File: src/rtl/maze_blast.sv
// maze_blast: bomb blast engine that floods T_FLAME along four arms of a 25x17 tile maze RAM
// Ports: clk/reset (sync, active-high); active = video owns RAM read port;
//   req_valid/req_ready/req_x/req_y/req_range = blast request handshake;
//   ram_raddr/ram_rdata = 1-cycle latency read port, ram_waddr/ram_wdata/ram_we = write port;
//   done = one-cycle completion pulse.
// Option: define MAZE_BLAST_SCORE_EN to add bricks_cnt, a saturating count of destroyed bricks.
module maze_blast #(
  parameter int          RANGE_W = 3,
  parameter logic [3:0]  T_HARD  = 4'h1,
  parameter logic [3:0]  T_SOFT  = 4'h2,
  parameter logic [3:0]  T_FLAME = 4'h3
) (
  input  logic               clk,
  input  logic               reset,
  input  logic               active,
  input  logic               req_valid,
  output logic               req_ready,
  input  logic [4:0]         req_x,
  input  logic [4:0]         req_y,
  input  logic [RANGE_W-1:0] req_range,
  output logic [9:0]         ram_raddr,
  input  logic [3:0]         ram_rdata,
  output logic [9:0]         ram_waddr,
  output logic [3:0]         ram_wdata,
  output logic               ram_we,
`ifdef MAZE_BLAST_SCORE_EN
  output logic [7:0]         bricks_cnt,
`endif
  output logic               done
);
  typedef enum logic [2:0] {S_IDLE, S_CENTER, S_ARM, S_READ, S_EVAL, S_DONE} state_t;
  localparam logic [RANGE_W:0] K1 = (RANGE_W+1)'(1);
  state_t             r_state, w_nx, w_end_nx;
  logic [4:0]         r_x, r_y;
  logic [RANGE_W-1:0] r_rng;
  logic [RANGE_W:0]   r_k, w_k1;
  logic [1:0]         r_dir;
  logic               r_rd_ok, r_hold, r_done;
  logic [3:0]         r_tile, w_code;
  logic [15:0]        w_cx, w_cy, w_nx_x, w_nx_y;
  logic               w_cur_ok, w_nxt_ok, w_hard, w_soft, w_end, w_step, w_we;
  // Coordinates are widened so that stepping below 0 wraps to a huge value and fails the bounds test.
  function automatic logic [15:0] f_step(input logic [4:0] c, input logic plus, input logic minus,
                                         input logic [RANGE_W:0] k);
    return plus ? 16'(c) + 16'(k) : minus ? 16'(c) - 16'(k) : 16'(c);
  endfunction
  assign w_k1     = r_k + K1;
  assign w_cx     = f_step(r_x, r_dir == 2'd0, r_dir == 2'd1, r_k);
  assign w_cy     = f_step(r_y, r_dir == 2'd2, r_dir == 2'd3, r_k);
  assign w_nx_x   = f_step(r_x, r_dir == 2'd0, r_dir == 2'd1, w_k1);
  assign w_nx_y   = f_step(r_y, r_dir == 2'd2, r_dir == 2'd3, w_k1);
  assign w_cur_ok = (w_cx <= 16'd24) && (w_cy <= 16'd16) && (r_k <= {1'b0, r_rng});
  assign w_nxt_ok = (w_nx_x <= 16'd24) && (w_nx_y <= 16'd16) && (w_k1 <= {1'b0, r_rng});
  // Read data is only valid in the first EVAL cycle; a stalled EVAL reuses the captured tile.
  assign w_code   = r_hold ? r_tile : ram_rdata;
  assign w_hard   = w_code == T_HARD;
  assign w_soft   = w_code == T_SOFT;
  assign w_end_nx = (r_dir == 2'd3) ? S_DONE : S_ARM;
  assign w_end    = (r_state == S_ARM && !w_cur_ok) ||
                    (r_state == S_EVAL && r_rd_ok && (w_hard || (!active && (w_soft || !w_nxt_ok))));
  assign w_step   = r_state == S_EVAL && r_rd_ok && !w_hard && !w_soft && !active && w_nxt_ok;
  always_ff @(posedge clk) begin
    if (reset) begin
      r_state <= S_IDLE;
      r_x     <= '0;
      r_y     <= '0;
      r_rng   <= '0;
      r_k     <= K1;
      r_dir   <= 2'd0;
      r_rd_ok <= 1'b0;
      r_hold  <= 1'b0;
      r_tile  <= 4'h0;
      r_done  <= 1'b0;
    end else begin
      r_state <= w_nx;
      r_done  <= r_state == S_DONE;
      r_hold  <= r_state == S_EVAL && w_nx == S_EVAL;
      r_tile  <= w_code;
      if (r_state == S_READ) r_rd_ok <= !active;
      if (req_valid && req_ready) begin
        r_x   <= req_x;
        r_y   <= req_y;
        r_rng <= req_range;
        r_k   <= K1;
        r_dir <= 2'd0;
      end else if (w_end) begin
        r_k   <= K1;
        r_dir <= r_dir + 2'd1;
      end else if (w_step) r_k <= w_k1;
    end
  end
  always_comb begin
    w_nx = S_IDLE;
    case (r_state)
      S_IDLE:   w_nx = req_valid ? S_CENTER : S_IDLE;
      S_CENTER: w_nx = active ? S_CENTER : S_ARM;
      S_ARM:    w_nx = w_cur_ok ? S_READ : w_end_nx;
      S_READ:   w_nx = active ? S_READ : S_EVAL;
      S_EVAL:   w_nx = !r_rd_ok ? S_READ : w_hard ? w_end_nx : active ? S_EVAL : w_step ? S_READ : w_end_nx;
      default:  w_nx = S_IDLE;
    endcase
  end
  always_comb begin
    w_we      = !active && (r_state == S_CENTER || (r_state == S_EVAL && r_rd_ok && !w_hard));
    req_ready = r_state == S_IDLE;
    ram_we    = w_we;
    ram_waddr = !w_we ? 10'd0 : (r_state == S_CENTER) ? {r_y, r_x} : {w_cy[4:0], w_cx[4:0]};
    ram_wdata = w_we ? T_FLAME : 4'h0;
    ram_raddr = (r_state == S_READ) ? {w_cy[4:0], w_cx[4:0]} : 10'd0;
    done      = r_done;
  end
`ifdef MAZE_BLAST_SCORE_EN
  logic [7:0] r_bricks;
  always_ff @(posedge clk) begin
    if (reset) r_bricks <= 8'd0;
    else if (r_state == S_EVAL && w_we && w_soft && r_bricks != 8'hFF) r_bricks <= r_bricks + 8'd1;
  end
  assign bricks_cnt = r_bricks;
`endif
endmodule

File: config.mk
export PLATFORM = sky130hd
export DESIGN_NAME = maze_blast
export DESIGN_NICKNAME = d
export VERILOG_FILES = /design/src/rtl/maze_blast.sv
export SDC_FILE = /design/constraint.sdc
export NUM_CORES = 1
export LEC_CHECK = 0
export CAP_MARGIN = 10
export CELL_PAD_IN_SITES_DETAIL_PLACEMENT = 1
export CELL_PAD_IN_SITES_GLOBAL_PLACEMENT = 1
export CORE_AREA = 2 2 133 70
export DETAILED_ROUTE_END_ITERATION = 10
export DIE_AREA = 0 0 135 72
export PLACE_DENSITY = 0.85
export SYNTH_ARGS = -nofsm -noshare
export SYNTH_HDL_FRONTEND = slang
export SYNTH_SLANG_ARGS = --single-unit
export TNS_END_PERCENT = 1
File: constraint.sdc
create_clock -name clk -period 4.46 [get_ports clk]
set_input_delay 1.338 -clock clk [delete_from_list [all_inputs] [get_ports clk]]
set_output_delay 1.338 -clock clk [all_outputs]
set_load 0.005 [all_outputs]
==> results of run 1 <==
==> area by class of cell <==
class,instances,area (sq um)
fill,1063,4362
multi-input combinational,352,2526
timing repair buffer,69,615.6
sequential,29,581.8
clock buffer,7,152.6
tap,117,146.4
inverter,37,138.9
clock inverter,1,5.005
==> power by group <==
| part | total (mW) | internal, mW | switching, mW |
|---|---|---|---|
| Combinational | 0.293 | 0.126 | 0.167 |
| Sequential | 0.295 | 0.273 | 0.0221 |
| Clock | 0.350 | 0.236 | 0.115 |
| Total | 0.938 | 0.634 | 0.304 |
==> cells in the final DEF (no fill, tap or decap), drive strengths merged, types with 3 or more instances in the layout <==
master / count
a211oi: 9
a21o: 4
a21oi: 39
a31oi: 4
and2: 3
and3b: 4
buf: 26
clkbuf: 9
clkdlybuf4s50: 32
dfxtp: 29
dlygate4sd2: 4
dlymetal6s2s: 4
fa: 6
ha: 40
inv: 37
mux2i: 9
nand2: 43
nand2b: 9
nand3: 10
nor2: 51
nor2b: 13
nor3: 10
nor3b: 5
nor4b: 3
o211ai: 6
o21a: 4
o21ai: 15
o21bai: 5
o22ai: 4
o311ai: 3
xnor2: 13
==> synth_stat cells, types with 4 or more instances <==
library cell  instances
o21ai_0              13
fa_1                  6
buf_4                 5
nor2b_1              12
a21oi_1              39
mux2i_1               9
clkbuf_1             11
dfxtp_1              29
nand3_1               9
o21a_1                4
and3b_1               4
nor2_1               51
nor3b_1               5
a211oi_1              9
inv_1                36
ha_1                 40
nand2b_1              9
o21bai_1              5
xnor2_1              12
buf_2                 8
nor3_1                8
o211ai_1              6
nand2_1              43
a21o_1                4
o22ai_1               4
a31oi_1               4
==> layer usage <==
layer  share of wire [%]  wire, microns
met5                   0              0
met4                 1.4            174
met3                 7.3            901
met2                  45           5552
met1                  46           5656
==> registers in the layout (all words and copies together), names as in the netlist <==
| signal | count |
|---|---|
| r_hold | 1 |
| r_rd_ok | 1 |
| r_x | 5 |
| r_k | 4 |
| done | 1 |
| r_tile | 4 |
| r_rng | 3 |
| r_dir | 2 |
| r_state | 3 |
| r_y | 5 |
==> how the worst max path moves through the flow <==
| stage | cells after the start | endpoint | slack [ps] | startpoint |
|---|---|---|---|---|
| after global placement | 7 | ram_waddr[7] | -300 | ram_rdata[2] |
| after global routing | 8 | ram_waddr[2] | -50 | ram_rdata[3] |
| final | 8 | ram_waddr[2] | 8 | ram_rdata[3] |
| after floorplan | 6 | ram_waddr[3] | 700 | ram_rdata[0] |
| after detailed placement | 7 | ram_waddr[2] | -390 | ram_rdata[0] |
| after CTS | 8 | ram_waddr[0] | -190 | ram_rdata[3] |
==> stage by stage <==
step / instances / util (%) / hold slack [ps] / power (mW) / setup WS [ps]
floorplan: 443 / - / 436.3 / 0.4713 / 698.9
global placement: 601 / 46.64 / 446.0 / 0.5676 / -295.7
detailed placement: 601 / 46.64 / 467.3 / 0.5774 / -390.8
CTS: 609 / 48.46 / 474.0 / 0.9292 / -191.4
global route: 612 / 48.86 / 496.6 / 0.9848 / -51.00
finish: 612 / 48.86 / 470.4 / 0.9382 / 8.104
==> kinds of logic after synthesis <==
family	synth area share [%]
AND/OR/NAND/NOR	25.50
multiplexers	2.696
other	0.1122
AO/OA/AOI/OAI	23.74
flip-flops	17.37
XOR/XNOR	3.894
adder cells (fa/ha/maj)	18.87
buffers and inverters	7.825
==> tightest hold or removal path, cell delays in order, from the launching register on <==
cell	delay [ps]
dfxtp_1	310
nand2_1	60
a21oi_1	50
==> repair_timing <==
item                                    in CTS  in global routing
cloned                                       0                  0
pin swaps                                    1                  2
resized for setup                           11                 19
endpoints found under the setup margin      13                 10
setup buffers                                0                  3
==> run metrics, run 1 <==
status=finished, final reports clean; GRT overflow=0; clock tree buffer depth=2; htree depth=2; post-route ant nets=0; Hold Path End=r_rng[2]; ys flop type=dfxtp_1; cells after synthesis=442; Setup TNS=0 ps; post-synth top area share=approximately 17%; Area Growth Syn to Fin=24.67%; Clk Latency, worst-skew pair=~280 ps; drt first pass iters=5; Hold Crit Class=flop to flop; fin. max-slew vios=0; Area contributors post-synth=dfxtp_1, ha_1, a21oi_1, nor2_1, nand2_1; GRT met2 Usage=43.54%; DPL Wire Length=9.157 mm; Max Cap Viol=0; Data arrival, critical path=between 3000 and 4000 ps; Hold Buf Count CTS=0; Tmin final=around 4500 ps; pwr dens=roughly 230 mW/mm^2; yosys warns=0; Num CTS Buffers=5; Post-synth EDFFs=0; fin crit share=roughly 100%; vias per inst=about 5.8; met3 GRT Util=5.381%; initial antenna violation count=0; global-route track usage on met1=approximately 34%; slowest stage delay, CP=~480 ps; Final Net Count=561; R2R Path End=r_hold; Clock transition at path regs=50 ps; RSZ-0062 raised after global routing=true; Data required, critical path=3120 ps; Syn Std Cell Area=~0.0033 sq mm; Crit path buffers/inverters=3; Yosys cell types=74; pin count of the biggest net entering global routing=24; vias=around 3500; row cnt=24; crit path kind=input port to output port; critical path capture point type=output port; DP Area=roughly 0.0040 sq mm; layout cell share with drive strength beyond 1=between 10% and 20%; RePlAce Congestion=0.9696; fmax=between 200 and 250 MHz; Starting Density=between 30% and 40%; Hold Path Cell Cnt=2; Setup Skew=a little under 7 ps; Critical Path Start Type=input port; final WL=~12 mm; Slew @ Worst Pin=705.3 ps; # clock sinks=29; drt wl/cell=20.07 microns; Worst R2R Setup Slack=between 500 and 600 ps; CTS tree=done; die height=around 72 microns; Crit path max-delay family=buffers and inverters; GRT Overall Usage=between 20% and 30%; synthesis-stage register bit count=29; total I/O pin count=48; Critical Path, Cell by Cell=clkdlybuf4s50_1 -> nor3_1 -> o22ai_2 -> a21oi_2 -> or2_4 -> buf_4 -> a211oi_2 -> clkdlybuf4s15_1; Slowest cell on crit path=clkdlybuf4s50_1; largest area contributor in the netlist=dfxtp_1; r2r startpoint=r_k[1]; die width=135 microns; root buf cell=clkbuf_16; I/O Buffers=45; crit-path max FO=6; busiest grt layer=met2; asr flop ratio synth=0%; first-pass GRT wire length=just under 20 mm; post-synthesis sequential area ratio=17.37%; number of global-route vias before repair=between 3000 and 4000; DRT iter0 DRCs=~190; final setup fails=0; FF-to-FF path depth=13; syn avg cell area=~7.6 sq um; Core ar.=0.008528 sq mm; P_leak=about 1.8 nW; die area=between 0.009 and 0.01 sq mm; Post-route DRC=0; Peak supply drop=~0.24 mV; Final Hold Viols=0; # diodes=0; Final Instance Area=around 0.0042 sq mm; worst min-delay path startpoint=r_rng[2]; max_slew headroom=a little over half
Note: power is estimated with default switching activity, not from simulation.
==> run 2: changes to the inputs <==
CTS_BUF_LIST = sky130_fd_sc_hd__clkbuf_8   (was not set)
DONT_BUFFER_PORTS = 1   (was not set)
PLACE_DENSITY = 0.75   (was 0.85)
clock period = 5.75 ns   (was 4.46 ns; I/O delays follow)
==> run 2 against run 1 <==
Flip-flop and latch count unchanged. Sequential power down 20%. Via count down 13%. Design area down 17%.
==> run metrics, run 2 (synthesized netlist as in run 1, its figures left out) <==
Max Cap Viol=0; number of global-route vias before repair=3105; # clock sinks=29; top flop regs=r_x (5), r_y (5); Power Total=0.5858 mW; first-pass GRT wire length=16.14 mm; drt wl/cell=18.39 microns; GRT overflow=0; most frequent cells in the layout=nor2_1, nand2_1, ha_1, a21oi_1, inv_1; Critical Path Start Type=flop; post-route ant nets=0; Final Net Count=492; root buf cell=clkbuf_8; Hold Crit Class=flop to flop; crit path kind=flop to output port; pin count of the biggest net entering global routing=24; pwr dens=about 170 mW/mm^2; Slew @ Worst Pin=between 700 and 800 ps; DP Area=0.003369 sq mm; Setup TNS=0 ps; CTS tree=done; die width=135 microns; final setup fails=0; post-CTS resize count=0; critical path capture point type=output port; final worst slack=just under 1000 ps; initial antenna violation count=0; fin. max-slew vios=0; P_leak=around 1.4 nW; Tmin final=between 4000 and 5000 ps; Final Instance Area=between 0.003 and 0.004 sq mm; Final Hold Viols=0; most common library cell in the layout ignoring fill and taps=nor2_1; max_slew headroom=47.95%; Finished Layout Cells=roughly 540; fin crit share=roughly 83%; RSZ-0062 raised after global routing=false; htree depth=2; Setup Skew=roughly 5.8 ps; Core ar.=between 0.008 and 0.009 sq mm; Num CTS Buffers=5; Area Growth Syn to Fin=3.856%; Data arrival, critical path=roughly 3000 ps; Core Util, Final=40.70%; RePlAce Congestion=between 0.8 and 0.9; Clock transition at path regs=60 ps; final WL=between 9 and 10 mm; clock tree buffer depth=2; crit-path max FO=9; status=finished, final reports clean; Data required, critical path=approximately 4000 ps; Setup Slack @ Placement=between 1000 and 1500 ps; Starting Density=between 30% and 40%; Worst R2R Setup Slack=1970 ps; Post-route DRC=0; DPL Wire Length=between 7 and 8 mm; die area=0.009720 sq mm; # diodes=0; drt first pass iters=4; vias per inst=roughly 5.7; placed cells=roughly 540; row cnt=24; fmax=about 210 MHz; DRT iter0 DRCs=roughly 160; Hold Buf Count CTS=0; Clk Latency, worst-skew pair=270 ps; post-CTS setup repair buffer count=0; GRT Overall Usage=21.01%; WHS=around 460 ps; Peak supply drop=~0.15 mV; layout cell share with drive strength beyond 1=5.634%; I/O Buffers=0; total I/O pin count=48; vias=approximately 3100; die height=72 microns
-- run 2: changes by cell type in the layout (fill, tap and decap cells not counted), moves of 4 or more --
cell	change
clkbuf_16	-5
buf_4	-24
clkbuf_8	+5
clkdlybuf4s50_1	-32
dlygate4sd2_1	-4
dlymetal6s2s_1	-4
-- run 2: critical path, stage by stage, from the launching register on --
cell and delay, ps:
dfxtp_1 660, inv_1 240, fa_1 490, a21oi_1 180, nor2_1 60, nor3_1 170, a21oi_1 70, xnor2_1 540
nand2_1 160, a21oi_1 220
-- run 2: worst paths after layout --
check,start,endpoint,cells past startpoint
hold / removal,r_rng[2],r_rng[2],2
hold reg to reg,r_rng[2],r_rng[2],2
setup / recovery,r_k[1],ram_waddr[4],9
setup reg to reg,r_k[1],r_hold,12
-- run 2: layer usage --
layer | share of wire (%) | track usage (%) | up-vias
met5 | 0 | 0 | -
met4 | 0.47 | 3.009 | 0
met1 | 50 | 30.09 | 1490
met3 | 3.9 | 2.586 | 6
met2 | 45 | 34.91 | 70
li1 | - | - | 1509
-- run 2: power by group --
part | switching, mW | internal (mW)
registers | 0.0246 | 0.211
clock network | 0.0727 | 0.108
logic | 0.103 | 0.0667
total | 0.200 | 0.386
-- run 2: area by class of cell --
cell class                 instances  area [sq um]
clock inverter                     1         5.005
sequential                        29         580.6
inverter                          37         138.9
tap                              117         146.4
fill                            1087          5057
multi-input combinational        352          2504
clock buffer                       7         96.34
==> run 3: changes to the inputs <==
clock period = 4.88 ns   (was 5.75 ns; I/O delays follow)
==> run 3 against run 2 <==
Non-clock buffer count rose by 5. Combinational power rose by 20%. Power rose by 19%. Design area rose by 1.1%. Clock power rose by 20%. Via count rose by 1.0%. Register-to-register slack got worse by 700 ps. First-iteration DRC count rose by 2.6%. Largest power group unchanged. Flip-flop and latch count did not move. Die area did not move. Cell count rose by 0.92%. Clock skew rose by 3.4 ps.
==> run metrics, run 3 (synthesized netlist as in run 1, its figures left out) <==
I/O Buffers=0; Final Hold Viols=0; RSZ-0062 raised after global routing=false; critical path capture point type=output port; most common library cell in the layout ignoring fill and taps=nor2_1; Crit. Startpoint=ram_rdata[0]; Comb power frac=29.0%; clock network fraction of total power=a little under a third; root buf cell=clkbuf_8; multi-input logic area=roughly 0.0025 sq mm; post-CTS setup repair buffer count=0; Hold Buf Count CTS=0; # diodes=0; Hold Crit Class=flop to flop; Slowest cell on crit path=or2_2; Sw Share=34.33%; first-pass GRT wire length=around 17 mm; Seq. cell area=just under 600 sq um; r2r startpoint=r_k[1]; vias=~3100; Clk Latency, worst-skew pair=280 ps; most frequent cells in the layout=nor2_1, nand2_1, ha_1, a21oi_1, inv_1; drt first pass iters=4; CTS tree=done; pin count of the biggest net entering global routing=24; worst min-delay path startpoint=r_rng[2]; Final Net Count=between 400 and 500; internal power=~0.46 mW; RePlAce Congestion=around 0.96; Fillers=approximately 1100; initial antenna violation count=0; Core ar.=~0.0085 sq mm; fmax=approximately 240 MHz; max_slew headroom=approximately 51%; number of global-route vias before repair=3250; die area=0.009720 sq mm; total I/O pin count=between 40 and 50; P_leak=1.418 nW; DPL Wire Length=around 8.1 mm; Tmin final=between 4000 and 5000 ps; layout cell share with drive strength beyond 1=under 10%; Max Cap Viol=0; top flop regs=r_x (5), r_y (5); Data required, critical path=about 3400 ps; clock tree buffer depth=2; Net Sw Power=~0.24 mW; fin. max-slew vios=0; row cnt=24; Critical Path, Cell by Cell=nor3b_1 -> o22ai_1 -> a21oi_1 -> or2_2 -> a211oi_1; Data arrival, critical path=~2700 ps; die width=between 100 and 150 microns; Peak supply drop=0.1812 mV; final WL=10.08 mm; final setup fails=0; post-CTS resize count=0; drt wl/cell=18.40 microns; GRT Overall Usage=about 22%; DRT iter0 DRCs=about 160; GRT overflow=0; Slew @ Worst Pin=roughly 730 ps; pwr dens=198.3 mW/mm^2; Setup Skew=slightly above 9 ps; Starting Density=39.19%; Critical Path Start Type=input port; vias per inst=approximately 5.7; crit-path max FO=11; sequential share of power=39.7%; slowest stage delay, CP=~400 ps; htree depth=2; Post-route DRC=0; post-route ant nets=0; die height=around 72 microns; Core Util, Final=between 40% and 50%; crit path kind=input port to output port; # clock sinks=29; fin crit share=a little under nine tenths; status=finished, final reports clean; Setup TNS=0 ps; Num CTS Buffers=5; Area Growth Syn to Fin=4.979%; Clock transition at path regs=approximately 60 ps
## run 3: cell types whose count changed in the layout (fill, tap and decap cells not counted)
cell   change
buf_4      +5
## run 3: worst paths after layout
kind,endpoint,slack [ps],cells after the start
setup / recovery,ram_waddr[7],670,5
hold / removal,r_rng[2],450,2
setup reg to reg,r_hold,1270,13
hold reg to reg,r_rng[2],450,2
## run 3: routing by layer
layer  part of all wire (%)  track usage, %  vias to the layer above
li1                       -               -                     1512
met1                     50           31.31                     1508
met2                     43           35.59                       74
met3                    5.7           2.935                       13
met4                    1.5           6.134                        0
met5                      0               0                        -
## run 3: through the flow
| step | std cells | area (sq um) | hold WS (ps) | power [mW] | worst slack, ps |
|---|---|---|---|---|---|
| finish | 548 | 3508 | 453.1 | 0.6957 | 674.5 |
| global route | 548 | 3508 | 495.4 | 0.7435 | 513.3 |
| CTS | 548 | 3508 | 450.3 | 0.7022 | 674.3 |
| detailed placement | 540 | 3407 | 441.7 | 0.4815 | 672.4 |
| global placement | 540 | 3407 | 438.9 | 0.4762 | 735.2 |
| floorplan | 443 | 3346 | 436.3 | 0.4307 | 866.9 |
## run 3: worst max-delay path, delay by kind of cell
family	cells	cell delay [ps]
and+or+nand+nor	2	530
AOI/OAI and AO/OA	3	740
## run 3: layout make-up
class                   instances  area share [%]
clock buffers                   7           2.746
clock inverters                 1          0.1427
inverters                      37           3.959
multi-input cells             352           71.36
flip-flops and latches         29           16.55
well taps                     117           4.173
repair buffers                  5           1.070
## run 3: power groups by stage
stage	Clock (mW)	Sequential [mW]	Combinational (mW)
floorplan	0	0.268	0.163
global placement	0	0.280	0.196
detailed placement	0	0.281	0.201
CTS	0.225	0.275	0.202
global route	0.237	0.278	0.229
finish	0.218	0.276	0.202
